## config.mk

```make
export PLATFORM = sky130hd
export DESIGN_NAME = wordcount_reducer_flat
export DESIGN_NICKNAME = d
export VERILOG_FILES = /design/src/rtl/wordcount_reducer_if.sv /design/src/rtl/wordcount_reducer.sv /design/src/flat_wrapper.sv
export SDC_FILE = /design/constraint.sdc
export NUM_CORES = 2
export LEC_CHECK = 0
export ABC_AREA = 1
export CAP_MARGIN = 20
export CORE_MARGIN = 2
export CORE_UTILIZATION = 40
export CTS_CLUSTER_SIZE = 24
export DETAILED_ROUTE_END_ITERATION = 6
export PLACE_DENSITY = 0.56
export SETUP_SLACK_MARGIN = 0.4
export SYNTH_ARGS = -nofsm -noshare
export SYNTH_HDL_FRONTEND = slang
export SYNTH_SLANG_ARGS = --single-unit
```

## constraint.sdc

```tcl
create_clock -name clk -period 6.9 [get_ports clk]
set_input_delay 1.38 -clock clk [delete_from_list [all_inputs] [get_ports clk]]
set_output_delay 1.38 -clock clk [all_outputs]
set_load 0.005 [all_outputs]
```

## src/rtl/wordcount_reducer_if.sv

```systemverilog
// Word-count reducer stream bundle: mapper records in, {count,key} pairs out.
// Both sides use the 64-bit valid/ready handshake.
interface wordcount_reducer_if;
   logic [63:0] io_enq_dat;
   logic        io_enq_val;
   logic        io_enq_rdy;
   logic        io_flush;
   logic [63:0] io_deq_dat;
   logic        io_deq_val;
   logic        io_deq_rdy;

   modport master (
      output io_enq_dat, io_enq_val, io_flush, io_deq_rdy,
      input  io_enq_rdy, io_deq_val, io_deq_dat
   );

   modport slave (
      input  io_enq_dat, io_enq_val, io_flush, io_deq_rdy,
      output io_enq_rdy, io_deq_val, io_deq_dat
   );
endinterface

```

## src/rtl/wordcount_reducer.sv

```systemverilog
// Word-count reducer: merges equal keys in a small associative table, drains on
// flush or full. WC_REDUCER_SAT_EN selects saturating (vs wrapping) merges.
module wordcount_reducer #(
   parameter int ENTRIES = 8
) (
   input logic                clk,
   input logic                reset,
   wordcount_reducer_if.slave io
);
   localparam int AW = $clog2(ENTRIES);
   localparam int OW = AW + 1;

   typedef enum logic {ACCUM, DRAIN} state_e;

   state_e             state_q, state_d;
   logic               live_q;
   logic [ENTRIES-1:0] vld_q, vld_d;
   logic [55:0]        key_q [ENTRIES];
   logic [55:0]        key_d [ENTRIES];
   logic [7:0]         cnt_q [ENTRIES];
   logic [7:0]         cnt_d [ENTRIES];
   logic [OW-1:0]      occ_q, occ_d;
   logic [AW-1:0]      dp_q, dp_d;

   logic               acc;
   logic [4:0]         rec_cnt;
   logic [55:0]        rec_key;
   logic               hit;
   logic [AW-1:0]      hit_idx;
   logic [7:0]         upd;
   logic               unused_top;

   assign rec_cnt    = io.io_enq_dat[60:56];
   assign rec_key    = io.io_enq_dat[55:0];
   assign unused_top = ^io.io_enq_dat[63:61];

   assign io.io_enq_rdy = live_q && (state_q == ACCUM);
   assign io.io_deq_val = (state_q == DRAIN);
   assign io.io_deq_dat = (state_q == DRAIN) ?
                          {cnt_q[dp_q], key_q[dp_q]} : 64'h0;

   assign acc = io.io_enq_val && io.io_enq_rdy;

   // Keys are unique among valid slots, so at most one match fires.
   always_comb begin
      hit     = 1'b0;
      hit_idx = '0;
      for (int i = 0; i < ENTRIES; i++) begin
         if (vld_q[i] && key_q[i] == rec_key) begin
            hit     = 1'b1;
            hit_idx = AW'(i);
         end
      end
   end

`ifdef WC_REDUCER_SAT_EN
   logic [8:0] sum;
   always_comb begin
      sum = {1'b0, cnt_q[hit_idx]} + {4'b0, rec_cnt};
      upd = sum[8] ? 8'hFF : sum[7:0];
   end
`else
   always_comb begin
      upd = cnt_q[hit_idx] + {3'b0, rec_cnt};
   end
`endif

   always_comb begin
      state_d = state_q;
      vld_d   = vld_q;
      key_d   = key_q;
      cnt_d   = cnt_q;
      occ_d   = occ_q;
      dp_d    = dp_q;
      unique case (state_q)
         ACCUM: begin
            if (acc) begin
               if (hit) begin
                  cnt_d[hit_idx] = upd;
               end else begin
                  vld_d[occ_q[AW-1:0]] = 1'b1;
                  key_d[occ_q[AW-1:0]] = rec_key;
                  cnt_d[occ_q[AW-1:0]] = {3'b0, rec_cnt};
                  occ_d                = occ_q + OW'(1);
               end
            end
            if (occ_d == OW'(ENTRIES)) begin
               state_d = DRAIN;
            end else if (io.io_flush && occ_d != '0) begin
               state_d = DRAIN;
            end
         end
         DRAIN: begin
            if (io.io_deq_rdy) begin
               vld_d[dp_q] = 1'b0;
               if ({1'b0, dp_q} == occ_q - OW'(1)) begin
                  occ_d   = '0;
                  dp_d    = '0;
                  state_d = ACCUM;
               end else begin
                  dp_d = dp_q + AW'(1);
               end
            end
         end
         default: ;
      endcase
   end

   always_ff @(posedge clk or negedge reset) begin
      if (!reset) begin
         state_q <= ACCUM;
         live_q  <= 1'b0;
         vld_q   <= '0;
         occ_q   <= '0;
         dp_q    <= '0;
         for (int i = 0; i < ENTRIES; i++) begin
            key_q[i] <= '0;
            cnt_q[i] <= '0;
         end
      end else begin
         state_q <= state_d;
         live_q  <= 1'b1;
         vld_q   <= vld_d;
         occ_q   <= occ_d;
         dp_q    <= dp_d;
         for (int i = 0; i < ENTRIES; i++) begin
            key_q[i] <= key_d[i];
            cnt_q[i] <= cnt_d[i];
         end
      end
   end
endmodule

```

## src/flat_wrapper.sv

```systemverilog
// flat-port wrapper written by rule: the top's interface ports become plain ports
module wordcount_reducer_flat 
#(
   parameter int ENTRIES = 8
)
  (clk, reset, io_io_enq_dat, io_io_enq_val, io_io_flush, io_io_deq_rdy, io_io_enq_rdy, io_io_deq_val, io_io_deq_dat);
  wordcount_reducer_if io_i ();
  input logic clk;
  input logic reset;
  input wire logic [$bits(io_i.io_enq_dat)-1:0] io_io_enq_dat;
  input wire logic [$bits(io_i.io_enq_val)-1:0] io_io_enq_val;
  input wire logic [$bits(io_i.io_flush)-1:0] io_io_flush;
  input wire logic [$bits(io_i.io_deq_rdy)-1:0] io_io_deq_rdy;
  output wire logic [$bits(io_i.io_enq_rdy)-1:0] io_io_enq_rdy;
  output wire logic [$bits(io_i.io_deq_val)-1:0] io_io_deq_val;
  output wire logic [$bits(io_i.io_deq_dat)-1:0] io_io_deq_dat;
  assign io_i.io_enq_dat = io_io_enq_dat;
  assign io_i.io_enq_val = io_io_enq_val;
  assign io_i.io_flush = io_io_flush;
  assign io_i.io_deq_rdy = io_io_deq_rdy;
  assign io_io_enq_rdy = io_i.io_enq_rdy;
  assign io_io_deq_val = io_i.io_deq_val;
  assign io_io_deq_dat = io_i.io_deq_dat;
  wordcount_reducer #(.ENTRIES(ENTRIES)) u_core (.clk(clk), .reset(reset), .io(io_i));
endmodule
```

==> results.toml <==
[layout]
final_common_cell = "nand2_1"
fin_util_pct = 48.0
area_delta_synth_final_pct = 19.2
stdcell_count = 6223
final_area_um2 = 40000
layout-drive-gt1-share_pct = 10.9
final_cell_mix = "nand2_1, o21ai_0, dfrtp_1, inv_1, nor2_1"
layout.nets = 5158

[critical_path]
cp.depth = 30
required_ns = 7.44
r2r_slack_ns = 1.63
worst-path-buf-inv = 7
critPathMaxFanout = 11
cp.arrival_ns = 6.71
crit_family = "simple AND/OR/NAND/NOR gates"
crit_path_end_kind = "flip-flop"
slowest_stage = "clkdlybuf4s50_1"
start_kind = "input port"
cp_common_cell = "nand2_1"
critical_path_class = "input port to flip-flop"
critPathMaxStageDelay_ns = 0.82
reg2reg_depth = 29

[sta]
relSlewSlack_pct = 16.4
fin_crit_ns = 6.17
post-route-period-util_pct = 89.5
setup-tns-final_ns = 0
setup_ws_ns = 0.727
worst_pin_slew_ns = 1.25
fmax_ghz = 0.162
skew_ns = 0.0264
hold_viol_final = 0
setup_viol = 0
rsz0062_at_grt = "no"
slew_violations = 0
fin_hold_ws_ns = 0.489

[floorplanning]
std_cell_rows = 106
die-height_um = 294
ioPinCount = 135
coreArea_um2 = 83400
design.die.area_um2 = 86300
die_w_um = 294
start_util_pct = 40.3

[placed_design]
gp_congestion = 1.18
dp_hpwl_um = 169000
port_buffers = 131
dp_slack_ns = 0.271
dp.cells = 6091
dpl_cell_area_um2 = 37700

[clocking]
cts_tree = "yes"
clkSinkCount = 529
post_cts_resized = 0
post_cts_buffers = 0
cts_max_path_buffers = 3
cts_buffers = 67
ctsRootBufferMaster = "clkbuf_16"
insertion_delay_ns = 0.66
cts_hold_buffers = 0
clkSlewWorstSetupHoldPaths_ns = 0.06
h-tree-depth = 3

[outcome]
status = "finished with violations"
violations = "design-rule violations"

[logic_synthesis]
ys_types = 58
synthesis.area_um2 = 33600
synth_cells = 4841
synth_compound_area_share_pct = 16.8
yosys_warnings = 0
ys_top_cells_by_area = "dfrtp_1, nand2_1, o21ai_0, inv_1, nor2_1"
synthSimpleGateAreaFrac_pct = 30.8
synthAdderAreaFrac_pct = 0.358
synth_top_area_cell = "dfrtp_1"
synth-seq-cells = 529
synth_nets = 4919
synth_xor_area_share_pct = 3.70
syn_area_per_cell_um2 = 6.94
synth.top_cell.area_share_pct = 39.4
synth_top_family_by_area = "simple AND/OR/NAND/NOR gates"
synth_seq_area_share_pct = 39.4
synth_mux_area_share_pct = 0

[min_path]
whs_path_depth = 2
holdCritPathClass = "flip-flop to flip-flop"

[routing]
drc = 7
avgViaCountPerCell = 6.26
post_drt_wl_per_cell_um = 34.5
vias = 39000
firstDrtPassIters = 7
detail-route-antenna-nets = 0
finalWirelength_um = 214000
drtIter0Drc = 6403

[global_routing]
track_usage_pct = 48.8
antenna_found_initial = 27
first_global_vias = 34700
overflow = 0
grt_max_degree = 149
grt_pass1_wl_um = 288000

[pwr]
p_leak_nw = 18.5
powerDensity_nw_per_um2 = 419
ir_drop_v = 0.000975
power_mw = 16.8

[flow_run]
maxCapViolCount = 0
## sequential cells by signal (all words and copies together) (netlist names)
| register | flops |
|---|---|
| u_core.occ_q | 4 |
| u_core.vld_q | 8 |
| u_core.io.io_deq_val | 1 |
| u_core.live_q | 1 |
| u_core.key_q | 448 |
| u_core.cnt_q | 64 |
| u_core.dp_q | 3 |
## layout make-up
type,instances,area [um^2]
clock inverter,25,383
tap,1080,1350
timing repair buffer,451,4030
fill,8563,43400
clock buffer,93,1880
inverter,439,1650
sequential,529,13200
multi-input combinational,3592,17500
antenna,14,35.0
## worst register-to-register path: cells and delay by family (launching register included)
family | cells | cell delay, ns
AND/OR/NAND/NOR | 21 | 3.35
adder cells (fa/ha/maj) | 2 | 0.72
flip-flops | 1 | 0.40
buffers and inverters | 4 | 0.39
AO/OA/AOI/OAI | 2 | 0.28
## Yosys cell counts, drive strengths merged
library cell,n
nand2,1625
o21ai,599
dfrtp,529
inv,436
nor2,396
clkbuf,145
nand3,141
buf,136
nand4,123
o22ai,85
xnor2,72
xor2,70
a221oi,68
or2,67
nor3,55
a21oi,54
a22oi,53
nor4,39
a41oi,37
a31oi,32
nor3b,10
nand3b,9
ha,8
o2111ai,8
a211oi,6
o221ai,5
nor4b,4
o2bb2ai,4
a2111oi,3
and3,3
clkinv,3
o211ai,3
o2111a,2
o21bai,2
a21boi,1
a21o,1
a22o,1
and2,1
and3b,1
conb,1
fa,1
nand2b,1
o22a,1
## path summary, 6_finish.rpt
check / from / end
max: io_io_enq_dat[17] / u_core.cnt_q[62]$_DFFE_PN0P_
min: u_core.cnt_q[54]$_DFFE_PN0P_ / u_core.cnt_q[54]$_DFFE_PN0P_
max reg2reg: u_core.key_q[215]$_DFFE_PN0P_ / u_core.cnt_q[62]$_DFFE_PN0P_
min reg2reg: u_core.cnt_q[54]$_DFFE_PN0P_ / u_core.cnt_q[54]$_DFFE_PN0P_
max in group asynchronous: reset / u_core.key_q[134]$_DFFE_PN0P_
min in group asynchronous: reset / u_core.key_q[223]$_DFFE_PN0P_
## routing by layer
layer  track usage, %  vias to the layer above  routed length [um]
met5                0                        -                 127
met4             27.9                       18               14900
met3             14.6                      633               28500
met2             67.7                     3082               85100
met1             67.1                    18800               85800
li1                 -                    16400                   -
## report_power, final
part / switching, mW / internal [mW] / total (mW)
registers: 1.24 / 4.07 / 5.31
clock network: 1.52 / 2.21 / 3.73
logic: 5.32 / 2.43 / 7.75
total: 8.08 / 8.71 / 16.8
## kinds of logic after synthesis
logic type | count (synthesis)
AOI/OAI and AO/OA | 965
and+or+nand+nor | 2475
other | 1
DFF | 529
adders and majority gates | 9
buffers and inverters | 720
xor gates and xnor gates | 142
No activity file was read; power rests on OpenSTA's default activity.
